[src/rtl/alu_hs_seq.sv]
// Handshaked WIDTH-bit ALU using the 16-opcode map, with registered flags.
// Opcode F runs a multi-cycle restoring divider.
`timescale 1ns/1ps

module alu_hs_seq #(
    parameter int WIDTH = 8
) (
    input  logic             Clock,
    input  logic             Resetn,
    input  logic             in_valid,
    output logic             in_ready,
    input  logic [WIDTH-1:0] op1,
    input  logic [WIDTH-1:0] op2,
    input  logic [3:0]       Opcode,
    output logic             out_valid,
    input  logic             out_ready,
    output logic [WIDTH:0]   Result,
    output logic [WIDTH-1:0] Remainder,
    output logic             Carry_Flag,
    output logic             Zero_Flag,
    output logic             DivZ_Flag
);

    localparam int CW = $clog2(WIDTH + 1);

    typedef enum logic [1:0] {IDLE, DIV, OUT} state_t;

    state_t           state;
    state_t           next_state;
    logic [CW-1:0]    count;
    logic [WIDTH-1:0] quo;
    logic [WIDTH-1:0] rem;
    logic [WIDTH-1:0] divisor;
    logic             accept;
    logic             start_div;
    logic             load_fast;
    logic             load_div;
    logic [WIDTH:0]   a_ext;
    logic [WIDTH:0]   b_ext;
    logic [WIDTH:0]   fast_result;
    logic [WIDTH-1:0] fast_rem;
    logic             fast_divz;
    logic [WIDTH:0]   shifted;
    logic [WIDTH-1:0] sub;
    logic             fits;

    assign accept    = in_valid && in_ready;
    assign start_div = accept && (Opcode == 4'hF) && (op2 != '0);
    assign load_fast = accept && !start_div;
    assign a_ext     = {1'b0, op1};
    assign b_ext     = {1'b0, op2};

    always_ff @(posedge Clock or negedge Resetn) begin
        if (!Resetn) begin
            state <= IDLE;
        end else begin
            state <= next_state;
        end
    end

    always_comb begin
        next_state = state;
        case (state)
            IDLE:    if (start_div) next_state = DIV;
            DIV:     if (count == CW'(WIDTH - 1)) next_state = OUT;
            OUT:     next_state = IDLE;
            default: next_state = IDLE;
        endcase
    end

    always_comb begin
        in_ready = (state == IDLE) && (!out_valid || out_ready);
        load_div = (state == OUT);
    end

    always_comb begin
        fast_result = '0;
        fast_rem    = '0;
        fast_divz   = 1'b0;
        case (Opcode)
            4'h0: fast_result = a_ext - (WIDTH+1)'(1);
            4'h1: fast_result = a_ext >> 1;
            4'h2: fast_result = {op1, 1'b0};
            4'h3: fast_result = {1'b0, ~(op1 | op2)};
            4'h4: fast_result = {1'b0, ~(op1 & op2)};
            4'h5: fast_result = {1'b0, ~(op1 ^ op2)};
            4'h6: fast_result = {{WIDTH{1'b0}}, op1 == op2};
            4'h7: fast_result = {{WIDTH{1'b0}}, op1 < op2};
            4'h8: fast_result = {{WIDTH{1'b0}}, op1 > op2};
            4'h9: fast_result = {1'b0, op1 | op2};
            4'hA: fast_result = {1'b0, op1 & op2};
            4'hB: fast_result = {1'b0, op1 ^ op2};
            4'hC: fast_result = a_ext + (WIDTH+1)'(1);
            4'hD: fast_result = a_ext + b_ext;
            4'hE: fast_result = a_ext - b_ext;
            4'hF: begin
                fast_result = {1'b0, {WIDTH{1'b1}}};
                fast_rem    = op1;
                fast_divz   = 1'b1;
            end
            default: fast_result = '0;
        endcase
    end

    // One restoring step: bring in the next dividend bit, subtract if it fits.
    // The true difference is below 2^WIDTH, so the low bits suffice.
    assign shifted = {rem, quo[WIDTH-1]};
    assign fits    = (shifted >= {1'b0, divisor});
    assign sub     = shifted[WIDTH-1:0] - divisor;

    always_ff @(posedge Clock or negedge Resetn) begin
        if (!Resetn) begin
            quo     <= '0;
            rem     <= '0;
            divisor <= '0;
            count   <= '0;
        end else if (start_div) begin
            quo     <= op1;
            rem     <= '0;
            divisor <= op2;
            count   <= '0;
        end else if (state == DIV) begin
            quo   <= {quo[WIDTH-2:0], fits};
            rem   <= fits ? sub : shifted[WIDTH-1:0];
            count <= count + CW'(1);
        end
    end

    // Outputs hold until popped; a same-edge 1-cycle load keeps out_valid high.
    always_ff @(posedge Clock or negedge Resetn) begin
        if (!Resetn) begin
            out_valid  <= 1'b0;
            Result     <= '0;
            Remainder  <= '0;
            Carry_Flag <= 1'b0;
            Zero_Flag  <= 1'b0;
            DivZ_Flag  <= 1'b0;
        end else if (load_div) begin
            out_valid  <= 1'b1;
            Result     <= {1'b0, quo};
            Remainder  <= rem;
            Carry_Flag <= 1'b0;
            Zero_Flag  <= (quo == '0);
            DivZ_Flag  <= 1'b0;
        end else if (load_fast) begin
            out_valid  <= 1'b1;
            Result     <= fast_result;
            Remainder  <= fast_rem;
            Carry_Flag <= fast_result[WIDTH];
            Zero_Flag  <= (fast_result == '0);
            DivZ_Flag  <= fast_divz;
        end else if (out_ready) begin
            out_valid <= 1'b0;
        end
    end

endmodule

[config.mk]
export PLATFORM = sky130hd
export DESIGN_NAME = alu_hs_seq
export DESIGN_NICKNAME = d
export VERILOG_FILES = /design/src/rtl/alu_hs_seq.sv
export SDC_FILE = /design/constraint.sdc
export NUM_CORES = 1
export LEC_CHECK = 0
export ABC_AREA = 1
export BUFFER_PORTS_ARGS = -buffer_cell sky130_fd_sc_hd__clkbuf_2
export CAP_MARGIN = 20
export CORE_MARGIN = 2
export CORE_UTILIZATION = 30
export CTS_BUF_LIST = sky130_fd_sc_hd__clkbuf_8
export DETAILED_ROUTE_END_ITERATION = 12
export PLACE_DENSITY = 0.5
export SETUP_SLACK_MARGIN = 0.5
export SLEW_MARGIN = 15
export SYNTH_ARGS = -nofsm -noshare
export SYNTH_HDL_FRONTEND = slang
export SYNTH_SLANG_ARGS = --single-unit
[constraint.sdc]
create_clock -name Clock -period 2.95 [get_ports Clock]
set_input_delay 0.4425 -clock Clock [delete_from_list [all_inputs] [get_ports Clock]]
set_output_delay 0.4425 -clock Clock [all_outputs]
set_load 0.02 [all_outputs]
==> parameters.txt <==
Parameter                              Value

Critical path
  Worst r2r src    rem[1]
  Register-to-register setup slack    760 ps
  Worst path required time    3190 ps
  End of the worst register-to-register path    rem[1]
  Worst Reg-to-Reg Cells    10
  Startpoint Class    input pin
  CP Max Fanout    7
  Nature of the critical path endpoint    flip-flop
  Data arrival at the endpoint of the critical path    2590 ps
  Category of the critical setup timing path    input pin to flip-flop

Drt
  Wire length per cell    17.4 µm
  Antenna violation net count after detailed routing    0
  Vias per cell    5.22
  Number of design rule violations left after detail routing    0
  Number of DRC markers after the initial detailed-route iteration    436
  Number of vias in the routed layout    4530
  Drt first pass iters    5
  Final routed wirelength across all metal layers    15100 µm

STA
  Final Worst Setup Slack    597 ps
  Setup TNS Final    0 ps
  Pins Over Slew Limit    0
  Final Hold Violating Endpoints    0
  # setup viols final    0
  Worst Max-Slew Pin Slew    722 ps
  Headroom to the max-slew limit    51.9%
  Final critical path time including I/O delays and setup    2350 ps
  Fraction of the cycle the final worst path needs    79.7%
  Final-layout worst hold slack    169 ps
  Clock tree skew after final layout    10.3 ps
  Unrepaired setup endpoints after global routing    true
  Peak Freq    0.425 GHz

Finish
  Post-layout nets    756
  Number of standard cells in the layout, taps in and fillers out    868
  Proportion of layout cells with a drive suffix above 1    15.1%
  Synth-to-layout area growth    16.7%
  Antenna cell count    0

Placement
  Final HPWL from detailed placement    12100 µm
  Port bufs    45
  Number of cells in the design after placement    859
  Place WS    181 ps
  Routability-driven placement congestion ratio    0.961

Pwr
  Largest voltage drop on the vdd net    0.255 mV
  Sequential power share    31.9%
  Switching part of the total power    46.1%
  Logic gate share of total power    54.1%
  Pwr/cell area    711 nW/µm²
  Internal Dissipation    0.00193 W
  Net switching power    0.00165 W
  Leakage power total    2.57 nW
  Part of the total power dissipated in the clock network    13.9%

Yosys
  Mean instance size in the synthesized netlist    6.91 µm²
  Most numerous cell types in the synthesized netlist    sky130_fd_sc_hd__nand2_1, sky130_fd_sc_hd__inv_1, sky130_fd_sc_hd__nor2_1
  Number of cells produced by synthesis    623
  Proportion of register bits with asynchronous set or reset after synthesis    100%
  Flip-flop cell with the highest count after synthesis    sky130_fd_sc_hd__dfrtp_1
  Leading cell types by total area after synthesis    sky130_fd_sc_hd__dfrtp_1, sky130_fd_sc_hd__nand2_1, sky130_fd_sc_hd__ha_1, sky130_fd_sc_hd__inv_1, sky130_fd_sc_hd__nand3_1
  Number of register bits inferred by synthesis    50
  Synth unique cells    42
  Share of the yosys chip area belonging to registers    29.0%
  Count of flip-flops with a built-in enable after synthesis    0
  Top-count cell post-synth    sky130_fd_sc_hd__nand2_1
  Synth top area share    29.0%
  Number of nets in the synthesized netlist    691
  Library cell with the largest summed area after synthesis    sky130_fd_sc_hd__dfrtp_1
  Synth Cell Area    4310 µm²
  Number of warnings reported in the yosys synthesis log    0

Global route
  Maximum number of pins on one net before global-route repair    27
  Via count of the first global-routing pass    4418
  Number of antenna violations at the first check in global routing    0
  Global routing usage summed across all routing layers    20.4%
  Residual overflow from global routing    0
  Global-route wire length before repair    23800 µm

CTS
  Sink count of the clock tree    50
  Worst-case clock buffer depth    2
  Clock H-tree levels    2
  Cts bufs inserted    5
  CTS tree    yes
  Worst-Skew Late Latency    310 ps
  CTS hold repair buffers    0
  Clk slew on worst S/H paths    90 ps
  Clk Tree Root Cell    sky130_fd_sc_hd__clkbuf_8

Floorplanning
  Die X-Extent    124 µm
  Initial Utilization    30.9%
  Core region area    13900 µm²
  Die ar.    15300 µm²
  Boundary pin count    46
  Number of rows in the core area    43
  Die boundary height    124 µm

Hold path
  Path type of the worst min-delay path    input pin to asynchronous set/reset pin

Job
  Number of max-cap violations    0

Run status
  Run status    finished clean
==> layout make-up <==
cell class              instances  area (µm²)
multi-input cells             469        2670
well taps                     180         225
fillers                      1520        8910
inverters                      96         369
clock buffers                   6        82.6
repair buffers                 66         395
clock inverters                 1        30.0
flip-flops and latches         50        1250
==> per-stage QoR <==
step / total power [W] / cell area, µm² / util [%]
3_3_place_gp: 0.00305 / 4870 / 34.9
6_report: 0.00357 / 5030 / 36.1
5_1_grt: 0.00391 / 5030 / 36.1
4_1_cts: 0.00357 / 4980 / 35.8
3_5_place_dp: 0.00307 / 4870 / 34.9
2_1_floorplan: 0.00250 / 4310 / -
==> repair_timing <==
action | CTS | global route
buffers inserted | 0 | 2
hold endpoints to repair | 0 | 0
gates resized for setup | 1 | 9
setup endpoints to repair | 1 | 10
pin swaps | 0 | 2
==> layer usage <==
metal / GRT usage [%] / routed length (µm) / part of all wire [%] / vias up
li1: - / - / - / 2190
met3: 3.07 / 836 / 5.5 / 31
met2: 33.3 / 6910 / 46 / 164
met1: 27.5 / 6900 / 46 / 2145
met4: 7.03 / 431 / 2.9 / 0
met5: 0 / 0 / 0 / -
==> kinds of logic after synthesis <==
group | share of synthesized area (%)
AND/OR/NAND/NOR | 31.2
adder cells (fa/ha/maj) | 13.3
AO/OA/AOI/OAI | 14.9
buffers and inverters | 9.58
flip-flops | 29.0
XOR/XNOR | 2.03
==> cells in the final DEF (no fill, tap or decap), types with 2 or more instances in the layout <==
| cell type | instances |
|---|---|
| sky130_fd_sc_hd__clkbuf_2 | 45 |
| sky130_fd_sc_hd__nor4_1 | 4 |
| sky130_fd_sc_hd__o221ai_1 | 18 |
| sky130_fd_sc_hd__o22ai_1 | 7 |
| sky130_fd_sc_hd__a21oi_1 | 17 |
| sky130_fd_sc_hd__nand3b_1 | 2 |
| sky130_fd_sc_hd__ha_2 | 2 |
| sky130_fd_sc_hd__nand4_1 | 11 |
| sky130_fd_sc_hd__xor2_1 | 9 |
| sky130_fd_sc_hd__nand3_1 | 51 |
| sky130_fd_sc_hd__a21oi_2 | 4 |
| sky130_fd_sc_hd__o211ai_2 | 4 |
| sky130_fd_sc_hd__nand2_1 | 174 |
| sky130_fd_sc_hd__o211ai_1 | 5 |
| sky130_fd_sc_hd__clkinv_1 | 3 |
| sky130_fd_sc_hd__clkbuf_8 | 6 |
| sky130_fd_sc_hd__inv_1 | 84 |
| sky130_fd_sc_hd__buf_4 | 20 |
| sky130_fd_sc_hd__o21ai_0 | 29 |
| sky130_fd_sc_hd__fa_1 | 3 |
| sky130_fd_sc_hd__a211oi_1 | 3 |
| sky130_fd_sc_hd__nor2_4 | 2 |
| sky130_fd_sc_hd__nor2_1 | 56 |
| sky130_fd_sc_hd__inv_2 | 6 |
| sky130_fd_sc_hd__nor3_1 | 7 |
| sky130_fd_sc_hd__o21ai_1 | 4 |
| sky130_fd_sc_hd__nor2_2 | 4 |
| sky130_fd_sc_hd__dfrtp_1 | 50 |
| sky130_fd_sc_hd__ha_1 | 39 |
| sky130_fd_sc_hd__nand2_2 | 4 |
==> critical path, stage by stage <==
cell and delay, ps:
sky130_fd_sc_hd__clkbuf_2 140, sky130_fd_sc_hd__inv_2 100, sky130_fd_sc_hd__nand3_1 110, sky130_fd_sc_hd__inv_2 120, sky130_fd_sc_hd__o21ai_0 120, sky130_fd_sc_hd__ha_1 360, sky130_fd_sc_hd__nand2_1 130, sky130_fd_sc_hd__nand2_1 80
sky130_fd_sc_hd__a21oi_2 130, sky130_fd_sc_hd__nand2_1 70, sky130_fd_sc_hd__nand2_1 50, sky130_fd_sc_hd__nand2_1 50, sky130_fd_sc_hd__nand2_1 70, sky130_fd_sc_hd__nand3_1 120, sky130_fd_sc_hd__nor2_1 130, sky130_fd_sc_hd__nand2_1 60
sky130_fd_sc_hd__nor2_1 100, sky130_fd_sc_hd__nand3_1 90, sky130_fd_sc_hd__a21oi_2 120
==> how the worst max path moves through the flow <==
stage                   start   endpoint  cells past startpoint
global placement    Opcode[0]  Zero_Flag                     14
finish              Opcode[1]  Zero_Flag                     19
detailed placement  Opcode[0]  Zero_Flag                     14
floorplan           Opcode[0]  Zero_Flag                     13
CTS                 Opcode[1]  Zero_Flag                     19
global route        Opcode[1]  Zero_Flag                     19
==> sequential cells by signal, indices dropped and copies added (netlist names) <==
name and flops:
DivZ_Flag 1, divisor 8, rem 8, quo 8
Result 9, Remainder 8, count 4, Zero_Flag 1
state 2, out_valid 1
==> power by group through the flow <==
stage | sequential [W] | clock, W | combinational (W)
final | 0.00114 | 0.000498 | 0.00193
after global routing | 0.00117 | 0.000538 | 0.00220
after CTS | 0.00114 | 0.000510 | 0.00192
after detailed placement | 0.00115 | 0 | 0.00191
after global placement | 0.00115 | 0 | 0.00190
after floorplan | 0.00121 | 0 | 0.00129
No activity file was read; power rests on OpenSTA's default activity.
